==> src/rtl/mcpu_sequencer_if.sv <==
// Control bundle between the multi-cycle sequencer and the MIPS32 datapath.
// The sequencer is the master: it reads instruction fields and status and
// drives every datapath select and write-enable.
interface mcpu_sequencer_if;
  logic [5:0] opcode;
  logic [5:0] func;
  logic       alu_zero;
  logic       mem_ready;

  logic       write_pc;
  logic       write_ir;
  logic [1:0] pc_src;
  logic       i_or_d;
  logic [3:0] mem_mode;
  logic       sign_ext;
  logic [1:0] alu_src_a;
  logic [1:0] alu_src_b;
  logic [3:0] alu_op;
  logic       reg_write;
  logic [1:0] reg_dst;
  logic       mem_to_reg;
  logic       retire;
  logic       halted;

  modport master (
    input  opcode, func, alu_zero, mem_ready,
    output write_pc, write_ir, pc_src, i_or_d, mem_mode, sign_ext,
           alu_src_a, alu_src_b, alu_op, reg_write, reg_dst, mem_to_reg,
           retire, halted
  );

  modport slave (
    output opcode, func, alu_zero, mem_ready,
    input  write_pc, write_ir, pc_src, i_or_d, mem_mode, sign_ext,
           alu_src_a, alu_src_b, alu_op, reg_write, reg_dst, mem_to_reg,
           retire, halted
  );
endinterface

==> src/rtl/mcpu_sequencer.sv <==
// Moore control sequencer for the multi-cycle MIPS32 datapath.
// Holds in FETCH / MEM_RD / MEM_WR until the memory port acknowledges,
// and traps (until reset) on any undecodable instruction.
module mcpu_sequencer (
  input  logic              clk,
  input  logic              rst_n,
  mcpu_sequencer_if.master  bus
);

  typedef enum logic [3:0] {
    IDLE, FETCH, DECODE, EXEC_R, WB_R, EXEC_I, WB_I, MEM_ADDR,
    MEM_RD, MEM_WB, MEM_WR, BRANCH, JUMP, LINK, TRAP
  } state_t;

  localparam logic [5:0] OP_RTYPE = 6'h00;
  localparam logic [5:0] OP_J     = 6'h02;
  localparam logic [5:0] OP_JAL   = 6'h03;
  localparam logic [5:0] OP_BEQ   = 6'h04;
  localparam logic [5:0] OP_BNE   = 6'h05;
  localparam logic [5:0] OP_ADDIU = 6'h09;
  localparam logic [5:0] OP_SLTI  = 6'h0A;
  localparam logic [5:0] OP_ANDI  = 6'h0C;
  localparam logic [5:0] OP_ORI   = 6'h0D;
  localparam logic [5:0] OP_XORI  = 6'h0E;
  localparam logic [5:0] OP_LUI   = 6'h0F;
  localparam logic [5:0] OP_LW    = 6'h23;
  localparam logic [5:0] OP_SW    = 6'h2B;

  localparam logic [5:0] FN_SLL  = 6'h00;
  localparam logic [5:0] FN_SRL  = 6'h02;
  localparam logic [5:0] FN_SRA  = 6'h03;
  localparam logic [5:0] FN_JR   = 6'h08;
  localparam logic [5:0] FN_ADDU = 6'h21;
  localparam logic [5:0] FN_SUBU = 6'h23;
  localparam logic [5:0] FN_AND  = 6'h24;
  localparam logic [5:0] FN_OR   = 6'h25;
  localparam logic [5:0] FN_XOR  = 6'h26;
  localparam logic [5:0] FN_NOR  = 6'h27;
  localparam logic [5:0] FN_SLT  = 6'h2A;
  localparam logic [5:0] FN_SLTU = 6'h2B;

  localparam logic [3:0] ALU_ADD  = 4'd0;
  localparam logic [3:0] ALU_SUB  = 4'd1;
  localparam logic [3:0] ALU_AND  = 4'd2;
  localparam logic [3:0] ALU_OR   = 4'd3;
  localparam logic [3:0] ALU_XOR  = 4'd4;
  localparam logic [3:0] ALU_NOR  = 4'd5;
  localparam logic [3:0] ALU_SLL  = 4'd6;
  localparam logic [3:0] ALU_SRL  = 4'd7;
  localparam logic [3:0] ALU_SRA  = 4'd8;
  localparam logic [3:0] ALU_SLT  = 4'd9;
  localparam logic [3:0] ALU_SLTU = 4'd10;
  localparam logic [3:0] ALU_LUI  = 4'd11;
  localparam logic [3:0] ALU_PASS = 4'd12;

  localparam logic [3:0] MEM_IDLE  = 4'd0;
  localparam logic [3:0] MEM_READ  = 4'd1;
  localparam logic [3:0] MEM_WRITE = 4'd2;

  state_t state;
  state_t next_state;
  logic   func_legal;

  // R-type functs that the datapath can execute; anything else traps in DECODE
  always_comb begin
    case (bus.func)
      FN_SLL, FN_SRL, FN_SRA, FN_JR, FN_ADDU, FN_SUBU, FN_AND, FN_OR,
      FN_XOR, FN_NOR, FN_SLT, FN_SLTU: func_legal = 1'b1;
      default:                         func_legal = 1'b0;
    endcase
  end

  // State register; reset forces IDLE, whose outputs are all zero
  always_ff @(posedge clk or negedge rst_n) begin
    if (!rst_n) state <= IDLE;
    else        state <= next_state;
  end

  // Next state and Moore outputs (FETCH/MEM_WR/BRANCH also look at live status)
  always_comb begin
    next_state     = state;
    bus.write_pc   = 1'b0;
    bus.write_ir   = 1'b0;
    bus.pc_src     = 2'd0;
    bus.i_or_d     = 1'b0;
    bus.mem_mode   = MEM_IDLE;
    bus.sign_ext   = 1'b0;
    bus.alu_src_a  = 2'd0;
    bus.alu_src_b  = 2'd0;
    bus.alu_op     = ALU_ADD;
    bus.reg_write  = 1'b0;
    bus.reg_dst    = 2'd0;
    bus.mem_to_reg = 1'b0;
    bus.retire     = 1'b0;
    bus.halted     = 1'b0;

    case (state)
      IDLE: next_state = FETCH;

      FETCH: begin
        bus.i_or_d    = 1'b0;
        bus.mem_mode  = MEM_READ;
        bus.alu_src_a = 2'd1;
        bus.alu_src_b = 2'd1;
        bus.alu_op    = ALU_ADD;
        bus.pc_src    = 2'd0;
        bus.write_ir  = bus.mem_ready;
        bus.write_pc  = bus.mem_ready;
        if (bus.mem_ready) next_state = DECODE;
      end

      DECODE: begin
        bus.alu_src_a = 2'd1;
        bus.alu_src_b = 2'd3;
        bus.sign_ext  = 1'b1;
        bus.alu_op    = ALU_ADD;
        case (bus.opcode)
          OP_RTYPE:                 next_state = func_legal ? EXEC_R : TRAP;
          OP_J, OP_JAL:             next_state = JUMP;
          OP_BEQ, OP_BNE:           next_state = BRANCH;
          OP_ADDIU, OP_SLTI, OP_ANDI,
          OP_ORI, OP_XORI, OP_LUI:  next_state = EXEC_I;
          OP_LW, OP_SW:             next_state = MEM_ADDR;
          default:                  next_state = TRAP;
        endcase
      end

      EXEC_R: begin
        bus.alu_src_b = 2'd0;
        if (bus.func == FN_SLL || bus.func == FN_SRL || bus.func == FN_SRA)
          bus.alu_src_a = 2'd2;
        else
          bus.alu_src_a = 2'd0;
        case (bus.func)
          FN_SUBU: bus.alu_op = ALU_SUB;
          FN_AND:  bus.alu_op = ALU_AND;
          FN_OR:   bus.alu_op = ALU_OR;
          FN_XOR:  bus.alu_op = ALU_XOR;
          FN_NOR:  bus.alu_op = ALU_NOR;
          FN_SLT:  bus.alu_op = ALU_SLT;
          FN_SLTU: bus.alu_op = ALU_SLTU;
          FN_SLL:  bus.alu_op = ALU_SLL;
          FN_SRL:  bus.alu_op = ALU_SRL;
          FN_SRA:  bus.alu_op = ALU_SRA;
          FN_JR:   bus.alu_op = ALU_PASS;
          default: bus.alu_op = ALU_ADD;
        endcase
        if (bus.func == FN_JR) begin
          bus.pc_src   = 2'd0;
          bus.write_pc = 1'b1;
          bus.retire   = 1'b1;
          next_state   = FETCH;
        end else begin
          next_state   = WB_R;
        end
      end

      WB_R: begin
        bus.reg_write  = 1'b1;
        bus.reg_dst    = 2'd0;
        bus.mem_to_reg = 1'b0;
        bus.retire     = 1'b1;
        next_state     = FETCH;
      end

      EXEC_I: begin
        bus.alu_src_a = 2'd0;
        bus.alu_src_b = 2'd2;
        case (bus.opcode)
          OP_ADDIU: begin bus.alu_op = ALU_ADD; bus.sign_ext = 1'b1; end
          OP_SLTI:  begin bus.alu_op = ALU_SLT; bus.sign_ext = 1'b1; end
          OP_ANDI:  bus.alu_op = ALU_AND;
          OP_ORI:   bus.alu_op = ALU_OR;
          OP_XORI:  bus.alu_op = ALU_XOR;
          OP_LUI:   bus.alu_op = ALU_LUI;
          default:  bus.alu_op = ALU_ADD;
        endcase
        next_state = WB_I;
      end

      WB_I: begin
        bus.reg_write = 1'b1;
        bus.reg_dst   = 2'd1;
        bus.retire    = 1'b1;
        next_state    = FETCH;
      end

      MEM_ADDR: begin
        bus.alu_src_a = 2'd0;
        bus.alu_src_b = 2'd2;
        bus.sign_ext  = 1'b1;
        bus.alu_op    = ALU_ADD;
        next_state    = (bus.opcode == OP_LW) ? MEM_RD : MEM_WR;
      end

      MEM_RD: begin
        bus.i_or_d   = 1'b1;
        bus.mem_mode = MEM_READ;
        if (bus.mem_ready) next_state = MEM_WB;
      end

      MEM_WB: begin
        bus.reg_write  = 1'b1;
        bus.reg_dst    = 2'd1;
        bus.mem_to_reg = 1'b1;
        bus.retire     = 1'b1;
        next_state     = FETCH;
      end

      MEM_WR: begin
        bus.i_or_d   = 1'b1;
        bus.mem_mode = MEM_WRITE;
        bus.retire   = bus.mem_ready;
        if (bus.mem_ready) next_state = FETCH;
      end

      BRANCH: begin
        bus.alu_src_a = 2'd0;
        bus.alu_src_b = 2'd0;
        bus.alu_op    = ALU_SUB;
        bus.pc_src    = 2'd1;
        bus.retire    = 1'b1;
        bus.write_pc  = (bus.opcode == OP_BNE) ? ~bus.alu_zero : bus.alu_zero;
        next_state    = FETCH;
      end

      JUMP: begin
        bus.pc_src    = 2'd2;
        bus.write_pc  = 1'b1;
        bus.alu_src_a = 2'd1;
        bus.alu_op    = ALU_PASS;
        if (bus.opcode == OP_JAL) begin
          next_state = LINK;
        end else begin
          bus.retire = 1'b1;
          next_state = FETCH;
        end
      end

      LINK: begin
        bus.reg_write  = 1'b1;
        bus.reg_dst    = 2'd2;
        bus.mem_to_reg = 1'b0;
        bus.retire     = 1'b1;
        next_state     = FETCH;
      end

      TRAP: bus.halted = 1'b1;

      default: next_state = IDLE;
    endcase
  end

endmodule

==> src/flat_wrapper.sv <==
// flat-port wrapper written by rule: the top's interface ports become plain ports
module mcpu_sequencer_flat 
  (clk, rst_n, bus_opcode, bus_func, bus_alu_zero, bus_mem_ready, bus_write_pc, bus_write_ir, bus_pc_src, bus_i_or_d, bus_mem_mode, bus_sign_ext, bus_alu_src_a, bus_alu_src_b, bus_alu_op, bus_reg_write, bus_reg_dst, bus_mem_to_reg, bus_retire, bus_halted);
  mcpu_sequencer_if bus_i ();
  input  logic clk;
  input  logic rst_n;
  input wire logic [$bits(bus_i.opcode)-1:0] bus_opcode;
  input wire logic [$bits(bus_i.func)-1:0] bus_func;
  input wire logic [$bits(bus_i.alu_zero)-1:0] bus_alu_zero;
  input wire logic [$bits(bus_i.mem_ready)-1:0] bus_mem_ready;
  output wire logic [$bits(bus_i.write_pc)-1:0] bus_write_pc;
  output wire logic [$bits(bus_i.write_ir)-1:0] bus_write_ir;
  output wire logic [$bits(bus_i.pc_src)-1:0] bus_pc_src;
  output wire logic [$bits(bus_i.i_or_d)-1:0] bus_i_or_d;
  output wire logic [$bits(bus_i.mem_mode)-1:0] bus_mem_mode;
  output wire logic [$bits(bus_i.sign_ext)-1:0] bus_sign_ext;
  output wire logic [$bits(bus_i.alu_src_a)-1:0] bus_alu_src_a;
  output wire logic [$bits(bus_i.alu_src_b)-1:0] bus_alu_src_b;
  output wire logic [$bits(bus_i.alu_op)-1:0] bus_alu_op;
  output wire logic [$bits(bus_i.reg_write)-1:0] bus_reg_write;
  output wire logic [$bits(bus_i.reg_dst)-1:0] bus_reg_dst;
  output wire logic [$bits(bus_i.mem_to_reg)-1:0] bus_mem_to_reg;
  output wire logic [$bits(bus_i.retire)-1:0] bus_retire;
  output wire logic [$bits(bus_i.halted)-1:0] bus_halted;
  assign bus_i.opcode = bus_opcode;
  assign bus_i.func = bus_func;
  assign bus_i.alu_zero = bus_alu_zero;
  assign bus_i.mem_ready = bus_mem_ready;
  assign bus_write_pc = bus_i.write_pc;
  assign bus_write_ir = bus_i.write_ir;
  assign bus_pc_src = bus_i.pc_src;
  assign bus_i_or_d = bus_i.i_or_d;
  assign bus_mem_mode = bus_i.mem_mode;
  assign bus_sign_ext = bus_i.sign_ext;
  assign bus_alu_src_a = bus_i.alu_src_a;
  assign bus_alu_src_b = bus_i.alu_src_b;
  assign bus_alu_op = bus_i.alu_op;
  assign bus_reg_write = bus_i.reg_write;
  assign bus_reg_dst = bus_i.reg_dst;
  assign bus_mem_to_reg = bus_i.mem_to_reg;
  assign bus_retire = bus_i.retire;
  assign bus_halted = bus_i.halted;
  mcpu_sequencer u_core (.clk(clk), .rst_n(rst_n), .bus(bus_i));
endmodule
==> config.mk <==
export PLATFORM = sky130hd
export DESIGN_NAME = mcpu_sequencer_flat
export DESIGN_NICKNAME = d
export VERILOG_FILES = /design/src/rtl/mcpu_sequencer_if.sv /design/src/rtl/mcpu_sequencer.sv /design/src/flat_wrapper.sv
export SDC_FILE = /design/constraint.sdc
export NUM_CORES = 1
export LEC_CHECK = 0
export CAP_MARGIN = 10
export CORE_AREA = 2 2 53 55
export DETAILED_ROUTE_END_ITERATION = 8
export DIE_AREA = 0 0 55 57
export PLACE_DENSITY = 0.77
export RECOVER_POWER = 25
export SLEW_MARGIN = 20
export SYNTH_ARGS = -nofsm -noshare
export SYNTH_HDL_FRONTEND = slang
export SYNTH_SLANG_ARGS = --single-unit
==> constraint.sdc <==
create_clock -name clk -period 4.1 [get_ports clk]
set_input_delay 0.615 -clock clk [delete_from_list [all_inputs] [get_ports clk]]
set_output_delay 0.615 -clock clk [all_outputs]
set_load 0.005 [all_outputs]
### Word-level counts from Yosys, hierarchy flattened

Cells that the tools add are included.

* equal/unequal tests: 40
* muxes and demuxes: 31
* bitwise gates (word level): 2
* reductions and logical operators: 21

Operators by type and width (count)
* $eq A6 B6 Y1 const B: 10
* $pmux W4 S11: 1
* $eq A6 B4 Y1 const B: 7
* $pmux W4 S10: 1
* $pmux W4 S5: 2
* $eq A4 B4 Y1 const B: 7
* $eq A6 B2 Y1 const B: 4
* $mux W4: 5
* $reduce_or A2 Y1: 9
* $eq A4 B3 Y1 const B: 4
* $pmux W2 S2: 4
* $pmux W4 S4: 1
* $eq A6 B3 Y1 const B: 2
* $logic_not A6 Y1: 2
* $reduce_or A12 Y1: 1
* $reduce_or A6 Y1: 2
* $mux W1: 10
* $eq A4 B2 Y1 const B: 2
* $pmux W1 S4: 2
* $ne A2 B2 Y1 const B: 3
* $pmux W2 S3: 1
* $reduce_or A5 Y1: 1
* $eq A4 B1 Y1 const B: 1
* $logic_not A4 Y1: 1
* 8 further kinds: 11

* register bits after elaboration: 4
* input bits: 16
* output and inout port bits: 24
* logic and storage cells: 95

### Depth between registers and ports, before layout

Gate-level depths: netlist of run 1.

* depth in word-level cells: 6
* depth in mapped cells: 7
* gate-level depth less buffers: 5

### Worst setup path before layout of run 1

OpenSTA, ideal clock, no wires.

* kind: in2out
* start: input port bus_func[1]
* end: output port bus_retire
* data arrival time: 1.711 ns
* data required time: 3.485 ns
* setup slack: 1.774 ns
* stages: 5
* path buffers: 1
* cells stage by stage: clkbuf_1 -> and4bb_2 -> a32oi_1 -> nor2_1 -> or3_1

* word-level cells in the longest chain between the ends: 3

Ends and longest elaborated chain
* from (decl): line flat_wrapper.sv:8 `input wire logic [$bits(bus_i.func)-1:0] bus_func;`
* $eq A6 B4 Y1: line mcpu_sequencer.sv:148 `if (bus.func == FN_JR) begin`
* $mux W1: line mcpu_sequencer.sv:148
* $pmux W1 S4: line mcpu_sequencer.sv:97 `case (state)`
* to (decl): line flat_wrapper.sv:23 `output wire logic [$bits(bus_i.retire)-1:0] bus_retire;`

No other way between the ends.

### Worst setup path in the final report of run 1

* start: input port bus_func[5]
* end: output port bus_retire

The elaborated chain is that of the path after synthesis.

==> results of run 1 <==
[metal layers]
metal  GRT usage  wire length [um]
met1       0.317              1450
met2       0.345              1550
met5           0                 0
met4      0.0801                29
met3      0.0209               214
[critical path: cells and delay by family]
kind	cells	cell delay (ns)
AOI/OAI and AO/OA	1	0.12
buffers and inverters	2	1.17
and+or+nand+nor	4	1.00
[area by class of cell]
cell class | instances | area, um2
Multi-Input combinational cell | 148 | 852
Tap cell | 31 | 38.8
Fill cell | 290 | 1170
Timing Repair Buffer | 40 | 393
Sequential cell | 4 | 100
Clock buffer | 3 | 22.5
Inverter | 9 | 33.8
[worst max-delay path by stage]
stage	cells past startpoint	to	slack [ns]	from
CTS	7	bus_retire	0.65	bus_func[2]
global route	7	bus_retire	0.44	bus_func[5]
detailed placement	7	bus_retire	0.65	bus_func[2]
global placement	7	bus_retire	0.72	bus_func[2]
finish	7	bus_retire	0.57	bus_func[5]
floorplan	5	bus_retire	1.77	bus_func[1]
[per-stage QoR]
stage / setup WS, ns / util / power, mW / hold WS (ns) / cells
global route: 0.440 / 0.551 / 0.691 / 0.663 / 235
global placement: 0.717 / 0.542 / 0.571 / 0.821 / 232
finish: 0.571 / 0.551 / 0.627 / 0.645 / 235
floorplan: 1.77 / - / 0.395 / 0.319 / 182
detailed placement: 0.653 / 0.542 / 0.578 / 0.815 / 232
CTS: 0.645 / 0.551 / 0.627 / 0.578 / 235
[cells in the final DEF (no fill, tap or decap), drive strengths merged, types with 6 or more instances in the layout]
cell type and count:
nor2 26, inv 9, a21oi 19, clkdlybuf4s50 34, o21ai 8, nand2 15, a31oi 6, nand2b 6
nor3 10
[report_power, final]
group          internal, mW  switching, mW  leakage, nW
clock network        0.0326         0.0149       0.0138
registers            0.0563         0.0786       0.0502
logic                 0.244          0.200        0.460
total                 0.333          0.294        0.524
[logic make-up after synthesis]
group | share of synthesized area
simple gates | 0.389
compound gates | 0.356
buf+inv | 0.125
flops | 0.0924
xor+xnor | 0.0243
mux | 0.0104
other cells | 0.00346
==> flow_results.org, run 1 <==
** Critical path
- In this design, the stage delay of the slowest critical-path cell is around 0.68 ns.
- Cell-by-cell listing of the critical path :: dlygate4sd3_1 > nor3_1 > and4bb_1 > a32oi_1 > nor2_1 > or3_1 > clkdlybuf4s50_1
- Startpoint-to-endpoint class of the critical path :: in2out
- Reg-to-Reg Start :: u_core.state[0]
- Critical Path Start Type :: primary input
- CP Data Arrival Time :: a little under 3 ns
- Critical path required time :: 3.48 ns
- Kind of capture point of the worst setup path :: output pin
- The worst register-to-register path ends at u_core.state[0].
- Setup slack on the worst reg-to-reg path comes out at about 2.3 ns.
- Path depth of the worst reg2reg path :: 5
- Max Fanout on Critical Path :: 11
- Cell at the slowest stage of the critical path :: dlygate4sd3_1

** Power
- Across the VDD grid, the largest voltage drop is around 0.28 mV.
- The analysis attributes to cell leakage a power of between 0.5 and 0.6 nW.
- Power per standard cell area :: around 440 nW/um2

** Floorplan
- Y dimension of the die :: around 57 um
- DIE AREA :: about 3100 um2
- From left edge to right edge, the die measures 55 um.
- The initial utilization of the core area, before any placement, comes to 0.414.
- During I/O placement, the number of pins put on the boundary was 40.
- The floorplan has 19 rows.
- Standard cell core area :: roughly 2600 um2

** Route
- The count of nets left with antenna violations once routing finished came out at 0.
- Using the TritonRoute via totals, the vias-per-cell ratio works out to 6.00.
- Vias :: 1409
- After the first detailed-routing iteration, the DRC count stood at 45.
- The first detailed-routing pass ran for 4 iterations.
- Wire per inst :: between 10 and 15 um
- Total wire length :: approximately 3200 um
- In the routed design, unresolved DRC markers number 0.

** Place
- In this run the tool buffered the top-level ports with 37 buffer cells.
- The congestion estimate from routability-driven global placement came to between 0.9 and 1.
- Detailed placement finished with a half-perimeter wire length of 2430 um.
- The placed instances occupy a cell area of roughly 1400 um2.

** STA
- In this run the tightest slew margin relative to its limit is 0.608.
- Setup violations remaining at the end of the flow were counted as 0.
- Time the final worst path needs with I/O delays and setup :: between 3 and 4 ns
- Fin Setup TNS :: 0 ns
- Slew at the pin closest to its max-slew limit :: roughly 0.59 ns
- The number of failing hold endpoints at the final stage was 0.
- Peak clock frequency supported by timing :: between 0.2 and 0.3 GHz
- Fraction of the cycle the final worst path needs :: 0.861
- Setup repair after global routing left no endpoint under its margin.
- The number of slew-limit violations in the final report is 0.
- Between clock sinks in the finished design, the worst skew comes to 0.00582 ns.

** Yosys
- Part of the Yosys area used for sequential elements :: 0.0924
- EDFF count, synth :: 0
- Ys Warns :: 0
- Most common cell in the netlist :: nor2_1
- Counting instances in the post-synthesis netlist gives the leading cell types as nor2_1, a21oi_1, nand2_1, clkbuf_1, nor3_1.
- The average instance in the mapped netlist occupies roughly 6 um2.
- After synthesis, the cell types taking the most area are dfrtp_1, nor2_1, a21oi_1.
- Area share of the largest cell type after synthesis :: 0.0924
- The synthesized netlist occupies a cell area of around 1100 um2.
- Most used flip-flop cell after synthesis :: dfrtp_1
- Summed over all instances, the cell type with the most area after synthesis is dfrtp_1.
- Share of flip-flops with an asynchronous set or reset after synthesis :: 1.00
- Netlist cell types :: between 40 and 50
- Synthesis produced a netlist whose cell count is about 180.
- Counting flops and latches in the post-synthesis netlist gives 4.

** GRT
- For this run the aggregate overflow at the end of global routing stands at 0.
- The first global-routing pass estimated about 5500 um of wire.
- In the global route stage, overall resource usage came out at 0.223.
- The number of global-route vias before repair is 1252.
- Maximum number of pins on one net before global-route repair :: 21
- Initial antenna violation count :: 0

** Clocking
- TritonCTS built the clock tree.
- Clock-pin slew was measured on the worst setup and hold paths at 0.04 ns.
- TritonCTS created 3 clock buffers.
- Clock latency on the worst-skew pair :: approximately 0.23 ns
- In this run the deepest clock path goes through 2 buffers.
- Number of gates resized after CTS :: 0
- For this design, the CTS-stage hold fixing added 0 buffers.
- # H-tree levels :: 1
- The cell sitting at the root of the clock tree is a clkbuf_4.
- For this design, the sink count on the clock tree is 4.
- Buffer count from post-CTS setup fixing :: 0

** Cells and area
- The net count of the finished layout is between 200 and 250.
- Inserted Diodes :: 0
- Relative to the synthesized area, the layout overhead comes to 32.9%.
- Largest register by flop count :: u_core.state
- Of the cells placed in the final design, the portion with a size suffix greater than 1 is 0.0539.
- Max FFs per register :: 4
- Finished layout cell area :: ~1400 um2
- In the final layout, the registers with the most flip-flops are u_core.state x4.

** Run status
- Result of the run :: finished clean

** Worst hold path
- Class of the worst hold path :: in2async

** Run
- The tool flagged a number of max-cap violations equal to 0.
Power figures use the tool's default switching activity.
==> inputs of run 2 (changes only) <==
GPL_ROUTABILITY_DRIVEN = 0   (was default)
==> results of run 2 <==
Same layout as run 1: the final DEF is identical, and so are final timing and power.
